<file path="src/rtl/jtbubl_gfx_pkg.sv">
// Shared types for the graphics ROM fetch adapter.
// JTBUBL_GFXCACHE2_EN selects a 2-entry LRU cache; otherwise a single entry.
package jtbubl_gfx_pkg;

  typedef enum logic [1:0] {
    IDLE,
    REQ,
    WAIT,
    FILL
  } state_t;

  // Tag is kept at a fixed 32-bit width so the struct does not depend on AW.
  typedef struct packed {
    logic        valid;
    logic [31:0] tag;
    logic [31:0] data;
  } entry_t;

`ifdef JTBUBL_GFXCACHE2_EN
  localparam int NENTRIES = 2;
`else
  localparam int NENTRIES = 1;
`endif

  localparam int IDXW = (NENTRIES > 1) ? $clog2(NENTRIES) : 1;

endpackage

</file>
<file path="src/rtl/jtbubl_gfx_tagmem.sv">
// Cache entries and LRU state: combinational hit/select plus a fill write port.
// JTBUBL_GFXCACHE2_EN enables the second entry and the 1-bit LRU.
module jtbubl_gfx_tagmem
  import jtbubl_gfx_pkg::*;
#(
  parameter int AW = 18
) (
  input  logic          clk,
  input  logic          rst,
  input  logic          flush,
  input  logic [AW-2:0] lookup_tag,
  input  logic          touch,
  output logic          hit,
  output logic [31:0]   hit_data,
  input  logic          fill_en,
  input  logic [AW-2:0] fill_tag,
  input  logic [31:0]   fill_data
);

  entry_t              entry_reg [NENTRIES];
  logic [NENTRIES-1:0] match;
  logic [IDXW-1:0]     victim;

  genvar gi;
  generate
    for (gi = 0; gi < NENTRIES; gi++) begin : g_match
      assign match[gi] = entry_reg[gi].valid && (entry_reg[gi].tag == 32'(lookup_tag));
    end
  endgenerate

  assign hit = |match;

  always_comb begin
    hit_data = '0;
    for (int i = 0; i < NENTRIES; i++) begin
      if (match[i]) hit_data = entry_reg[i].data;
    end
  end

`ifdef JTBUBL_GFXCACHE2_EN
  logic       lru_reg;  // index of the least recently used entry
  logic [0:0] hit_idx;

  always_comb begin
    hit_idx = 1'b0;
    for (int i = 0; i < NENTRIES; i++) begin
      if (match[i]) hit_idx = 1'(i);
    end
  end

  always_ff @(posedge clk) begin
    if (rst) begin
      lru_reg <= 1'b0;
    end else if (fill_en) begin
      lru_reg <= ~lru_reg;
    end else if (touch && hit) begin
      lru_reg <= ~hit_idx[0];
    end
  end

  assign victim = lru_reg;
`else
  wire unused_touch = &{1'b0, touch};
  assign victim = '0;
`endif

  // A flush wins over a same-cycle fill so nothing survives a download.
  always_ff @(posedge clk) begin
    for (int i = 0; i < NENTRIES; i++) begin
      if (rst || flush) begin
        entry_reg[i].valid <= 1'b0;
      end else if (fill_en && (victim == IDXW'(i))) begin
        entry_reg[i] <= '{valid: 1'b1, tag: 32'(fill_tag), data: fill_data};
      end
    end
  end

endmodule

</file>
<file path="src/rtl/jtbubl_gfx_fetch.sv">
// Graphics ROM fetch adapter: 16-bit level-held video reads to 32-bit SDRAM lines.
// Cache depth follows JTBUBL_GFXCACHE2_EN (see jtbubl_gfx_pkg).
module jtbubl_gfx_fetch
  import jtbubl_gfx_pkg::*;
#(
  parameter int AW       = 18,
  parameter bit LATCH_OK = 1'b1
) (
  input  logic          clk,
  input  logic          rst,
  input  logic          downloading,
  input  logic          gfx_cs,
  input  logic [AW-1:0] gfx_addr,
  output logic [15:0]   gfx_data,
  output logic          gfx_ok,
  output logic          sdram_req,
  output logic [AW-2:0] sdram_addr,
  input  logic          sdram_ack,
  input  logic          sdram_dst,
  input  logic [31:0]   sdram_data
);

  state_t        state_reg;
  logic          req_reg;
  logic          ok_reg;
  logic [15:0]   data_reg;
  logic [AW-1:0] served_reg;
  logic [AW-2:0] line_reg;

  logic          tag_hit;
  logic [31:0]   hit_data;
  logic          hit;
  logic          evaluate;
  logic          fill_en;
  logic [15:0]   sel_word;

  assign evaluate = (state_reg == IDLE) || (state_reg == FILL);
  assign hit      = gfx_cs && tag_hit && !downloading;
  assign fill_en  = (state_reg == WAIT) && sdram_dst;
  assign sel_word = gfx_addr[0] ? hit_data[31:16] : hit_data[15:0];

  jtbubl_gfx_tagmem #(.AW(AW)) u_tagmem (
    .clk        (clk),
    .rst        (rst),
    .flush      (downloading),
    .lookup_tag (gfx_addr[AW-1:1]),
    .touch      (evaluate && hit),
    .hit        (tag_hit),
    .hit_data   (hit_data),
    .fill_en    (fill_en),
    .fill_tag   (line_reg),
    .fill_data  (sdram_data)
  );

  always_ff @(posedge clk) begin
    if (rst) begin
      state_reg  <= IDLE;
      req_reg    <= 1'b0;
      ok_reg     <= 1'b0;
      data_reg   <= '0;
      served_reg <= '0;
      line_reg   <= '0;
    end else begin
      case (state_reg)
        IDLE, FILL: begin
          ok_reg    <= hit;
          state_reg <= IDLE;
          if (hit) begin
            data_reg   <= sel_word;
            served_reg <= gfx_addr;
          end
          // FILL only re-evaluates; a miss there restarts from IDLE next cycle.
          if ((state_reg == IDLE) && gfx_cs && !tag_hit && !downloading) begin
            line_reg  <= gfx_addr[AW-1:1];
            req_reg   <= 1'b1;
            state_reg <= REQ;
          end
        end
        REQ: begin
          if (sdram_ack) begin
            req_reg   <= 1'b0;
            state_reg <= WAIT;
          end
        end
        WAIT: begin
          if (sdram_dst) state_reg <= FILL;
        end
        default: state_reg <= IDLE;
      endcase
    end
  end

  generate
    if (LATCH_OK) begin : g_latch_ok
      assign gfx_ok = ok_reg && gfx_cs && (gfx_addr == served_reg);
    end else begin : g_raw_ok
      assign gfx_ok = ok_reg;
      wire unused_served = &{1'b0, served_reg};
    end
  endgenerate

  assign gfx_data   = data_reg;
  assign sdram_req  = req_reg;
  assign sdram_addr = line_reg;

endmodule

</file>
<file path="config.mk">
export PLATFORM = sky130hd
export DESIGN_NAME = jtbubl_gfx_fetch
export DESIGN_NICKNAME = d
export VERILOG_FILES = /design/src/rtl/jtbubl_gfx_pkg.sv /design/src/rtl/jtbubl_gfx_tagmem.sv /design/src/rtl/jtbubl_gfx_fetch.sv
export SDC_FILE = /design/constraint.sdc
export NUM_CORES = 1
export LEC_CHECK = 0
export CORE_AREA = 3 3 111 139
export CTS_BUF_LIST = sky130_fd_sc_hd__clkbuf_4
export DETAILED_ROUTE_END_ITERATION = 10
export DIE_AREA = 0 0 114 142
export GPL_TIMING_DRIVEN = 1
export PLACE_DENSITY = 0.54
export SKIP_CTS_REPAIR_TIMING = 1
export SYNTH_ARGS = -nofsm -noshare
export SYNTH_HDL_FRONTEND = slang
export SYNTH_SLANG_ARGS = --single-unit
</file>
<file path="constraint.sdc">
create_clock -name clk -period 3.7 [get_ports clk]
set_input_delay 0.74 -clock clk [delete_from_list [all_inputs] [get_ports clk]]
set_output_delay 0.74 -clock clk [all_outputs]
set_load 0.02 [all_outputs]
</file>
**Word-level counts from Yosys, hierarchy flattened**

Memory sizes are Yosys's and may differ from the RTL's.
Cells that the tools add are included.

- Divide/modulo/power cells: 0
- $mul: 0
- Equality and inequality tests: 8
- Add/subtract/negate cells: 0
- $lt $le $gt $ge: 0
- Bitwise gates (word level): 0
- Shift operators: 0
- Reductions and logical operators: 20
- Muxes and demuxes: 16

Operator list:

| operator | count |
|---|---|
| 2-to-1 mux 50 bit | 1 |
| OR reduction 50 bit | 1 |
| equality test 32 x 17 -> 1 bit | 1 |
| 2-to-1 mux 32 bit | 1 |
| equality test 18 bit | 1 |
| 2-to-1 mux 16 bit | 1 |
| logical AND 1 bit | 9 |
| 2-to-1 mux 1 bit | 8 |
| 2-to-1 mux 2 bit | 3 |
| inequality test 2 bit (second input constant) | 3 |
| case mux 2 bit (3 select lines) | 1 |
| AND reduction 2 bit | 3 |
| equality test 2 bit (second input constant) | 2 |
| AND reduction 3 bit | 1 |
| equality test 2 x 1 -> 1 bit (second input constant) | 1 |
| zero test 1 bit | 2 |
| zero test 2 bit | 1 |
| case mux 1 bit (2 select lines) | 1 |
| nonzero test 2 bit | 1 |
| OR reduction 2 bit | 1 |
| logical OR 1 bit | 1 |

- Logic and storage cells: 51
- Output and inout bits: 35
- Latch bits: 0
- Memory bits (read-only): 0
- Bits of input ports: 56
- Memories: 1
- Flip-flop bits (word level): 55
- RAM bits: 50

Memory list:

| memory | words | width | read ports | clocked after memory_dff | wr ports | line | text |
|---|---|---|---|---|---|---|---|
| u_tagmem.entry_reg | 1 | 50 | 1 | 0 | 1 | jtbubl_gfx_tagmem.sv:20 | `entry_t entry_reg [NENTRIES];` |

**Longest topological paths before layout**

An unclocked memory read counts as a cell.

- Depth in word-level cells: 8
- Gate-level depth with buffers: 9
- Gate-level depth less buffers: 7

**By module**

From an unflattened synthesis, not the netlist that was laid out.

- Cell total of the unflattened synthesis: 449
- Area total of the unflattened synthesis: 4785.8 um2

By module, submodules not included:

| module | cells each | instances | seq. area each (um2) | area an instance (um2) |
|---|---|---|---|---|
| jtbubl_gfx_fetch | 276 | 1 | 1101.1 | 2406.1 |
| jtbubl_gfx_tagmem | 173 | 1 | 1501.4 | 2379.8 |

**Worst setup path after synthesis**

OpenSTA, ideal clock, no wires.

- Path kind: in2reg
- Start point: input rst
- End point: memory u_tagmem.entry_reg[0][49] in the netlist's numbering, data pin
- Stages on the path: 3
- Data required time: 3193 ps
- Arrival: 2745 ps
- Library setup time: 507 ps
- Slack: 448 ps
- Path buffers: 2
- Path through: clkbuf_1 nor3_1 clkbuf_1

- Word-level cells in the longest chain between the ends: 5

RTL lines:

| what | line | text |
|---|---|---|
| from (decl) | jtbubl_gfx_fetch.sv:10 | `input logic rst,` |
| logical OR 1 bit | jtbubl_gfx_tagmem.sv:70 | `if (rst \|\| flush) begin` |
| 2-to-1 mux 1 bit | jtbubl_gfx_tagmem.sv:70 |  |
| 2-to-1 mux 1 bit (not written as such) | jtbubl_gfx_tagmem.sv:73 | `entry_reg[i] <= '{valid: 1'b1, tag: 32'(fill_tag), data: fill_data};` |
| OR reduction 50 bit (no line) | -- |  |
| 2-to-1 mux 50 bit (no line) | -- |  |
| to (decl) | jtbubl_gfx_tagmem.sv:20 |  |

No other way between the ends. The select of a mux whose other input is x is not followed.

**Worst setup path after layout**

- Start point: input gfx_addr[0]
- End point: output gfx_ok

- Word-level cells in the longest chain between the ends: 2

RTL lines:

| what | line | text |
|---|---|---|
| from (decl) | jtbubl_gfx_fetch.sv:13 | `input logic [AW-1:0] gfx_addr,` |
| equality test 18 bit | jtbubl_gfx_fetch.sv:95 | `assign gfx_ok = ok_reg && gfx_cs && (gfx_addr == served_reg);` |
| logical AND 1 bit | jtbubl_gfx_fetch.sv:95 |  |
| to (decl) | jtbubl_gfx_fetch.sv:15 | `output logic gfx_ok,` |

No other way between the ends.

==> results.yml <==
synthesis:
  syn_area_um2: 4940
  synthArstFlopShare_pct: 0
  synthCells: 496
  synth_cell_types: 35
  synth_ff_type: "dfxtp_1"
  yosys_warnings: 0
  ys_seq_area_share_pct: 52.6
  ys_ff_latch: 105
  synth_edf_count: 50
  synth.avg_cell_area_um2: 9.97
  syn_nets: 555
final_layout:
  final_common_cell: "clkdlybuf4s50_1"
  multi_input_area_um2: 2170
  area.sequential_um2: 2600
  drive_gt1_share_pct: 8.51
  area_growth_syn_to_layout_pct: 24.2
  most-common-layout-cells: "clkdlybuf4s50_1, nand2_1, dfxtp_1, edfxtp_1, and2_1"
  largest_reg_flops: 50
  fillers: 1425
  fin_nets: 630
  final_util_pct: 42.8
  diodes: 0
drt:
  ant_nets: 0
  drt_pass1_iterations: 4
  drt_wl_total_mm: 11.7
  via_per_inst: 4.95
  remaining_drc_errors: 0
  wire_per_inst_um: 15.6
  vias: 3735
  drt-initial-drc-count: 138
critical_path:
  critPathMaxFanout: 2
  crit_family: "buffers and inverters"
  reg2reg_slack_ns: 1.27
  worst_path_max_delay_cell: "clkdlybuf4s50_1"
  cp_cell_sequence: "clkdlybuf4s50_1, xnor2_1, nand4_1, nor4_1, nand3_1, nor4_1, dlymetal6s2s_1"
  cp-end-kind: "output port"
  rr_endpoint: "state_reg[0]"
  crit_start: "gfx_addr[0]"
  startpoint_type: "primary input"
  rr_worst_depth: 6
  crit_type: "primary input to output port"
  worst-path-buf-inv: 2
  cpPeakStageDelay_ns: 0.47
  worstPathRequired_ns: 2.96
  r2r_start: "state_reg[0]"
  worstPathArrival_ns: 2.48
  critPathMostFrequentCell: "nor4_1"
floorplan:
  fp-row-count: 49
  coreArea_um2: 14300
  io_pins: 91
  die_h_um: 142
  fp.dieArea_um2: 16200
  die_w_um: 114
  initial_utilization_pct: 34.5
global_routing:
  grtUsageTotal_pct: 14.8
  overflow: 0
  grt_max_degree: 55
  grt_antenna_before_repair: 0
  grt_pass1_vias: 3793
  grt_pass1_wl_mm: 19.1
cts:
  numCtsBuffers: 9
  clock_latency_ns: 0.44
  cts.sinks: 105
  cts_buffer_depth: 2
  clockRootBuffer: "clkbuf_4"
  cts_tree: "done"
  clk_pin_slew_ns: 0.15
  htreeDepth: 3
worst_hold_path:
  whs_path_depth: 2
  min_path_type: "flop to flop"
  hold_path_end: "ok_reg"
  hp-start: "ok_reg"
sta:
  report.final.slew_viol_count: 0
  finalSetupTns_ns: 0
  fin_crit_ns: 3.22
  finalClockSkew_ns: 0.0166
  min_period_over_period_pct: 87.1
  maxSlewHeadroom_pct: 28.3
  rsz0062_at_grt: "false"
  max_freq_mhz: 310
  setup_violations: 0
  hold_viol_final: 0
  worst_slew_pin_slew_ns: 1.08
placed_design:
  portBuffers: 90
  dp.final_hpwl_mm: 8.16
  gp_congestion: 0.819
power:
  max-vdd-ir-drop_v: 0.000168
  power_density_nw_per_um2: 422
  p_leak_nw: 2.16
flow_run:
  max_cap_viol_count: 0
status:
  status: "complete, no violations"
[where the power goes]
part	switching (mW)	total (mW)	leakage [nW]	internal, mW
logic	0.357	0.648	1.23	0.291
clock network	0.371	0.581	0.0715	0.210
registers	0.0590	1.36	0.859	1.30
total	0.787	2.59	2.16	1.81
[worst max-delay path by stage]
stage | endpoint | slack (ns) | depth (start not counted)
floorplan | u_tagmem.entry_reg[0][49] | 0.45 | 3
global placement | gfx_ok | 0.13 | 7
detailed placement | gfx_ok | 0.08 | 7
CTS | gfx_ok | 0.08 | 7
global route | gfx_ok | 0.35 | 7
finish | gfx_ok | 0.48 | 7
[kinds of logic (layout without fill, tap and decap cells)]
group / Yosys count / after routing / share of synthesized area [%]
adder cells (fa/ha/maj): 3 / 3 / 0.759
multiplexers: 34 / 34 / 7.29
flip-flops: 105 / 105 / 52.6
XOR/XNOR: 35 / 35 / 6.20
buffers and inverters: 43 / 123 / 3.85
AO/OA/AOI/OAI: 61 / 61 / 8.10
AND/OR/NAND/NOR: 215 / 215 / 21.2
[worst min-delay path: cells and delay by family, from the launching register on]
| family | cells | cell delay, ns |
|---|---|---|
| AO/OA/AOI/OAI | 1 | 0.05 |
| flip-flops | 1 | 0.34 |
| AND/OR/NAND/NOR | 1 | 0.06 |
[area by class of cell]
class / count / area share (%)
clock buffers: 10 / 1.22
multi-input cells: 348 / 35.3
clock inverters: 6 / 0.957
flip-flops and latches: 105 / 42.4
repair buffers: 102 / 16.2
well taps: 178 / 3.63
inverters: 5 / 0.306
[metrics by stage]
stage	setup slack (ns)	hold WS (ns)	area (um2)	std cells	power, mW
2_1_floorplan	0.448	0.437	4940	496	1.75
5_1_grt	0.348	0.498	6140	754	2.74
3_5_place_dp	0.0816	0.463	6010	738	2.05
4_1_cts	0.0840	0.484	6140	754	2.63
6_report	0.476	0.480	6140	754	2.59
3_3_place_gp	0.125	0.451	6010	738	2.03
[synthesized netlist by cell type, types with 5 or more instances]
cell / number / area share (%)
nor4_1: 23 / 2.9
nand2_1: 74 / 5.6
and2_1: 49 / 6.2
buf_2: 5 / 0.51
nand3_1: 5 / 0.51
a31oi_1: 16 / 2.0
xor2_1: 25 / 4.4
a21oi_1: 21 / 2.1
o311ai_1: 16 / 2.8
edfxtp_1: 50 / 30
dfxtp_1: 55 / 22
mux2_2: 16 / 3.6
clkbuf_1: 28 / 2.1
mux2i_1: 18 / 3.6
xnor2_1: 10 / 1.8
nor3_1: 17 / 1.7
nor2_1: 38 / 2.9
[layer usage]
layer	global-route usage (%)	wire length [um]	vias to the layer above
li1	-	-	1891
met3	3.53	626	9
met4	4.32	128	0
met2	25.7	5990	91
met5	0	0	-
met1	18.2	5000	1744
Power figures use the tool's default switching activity.
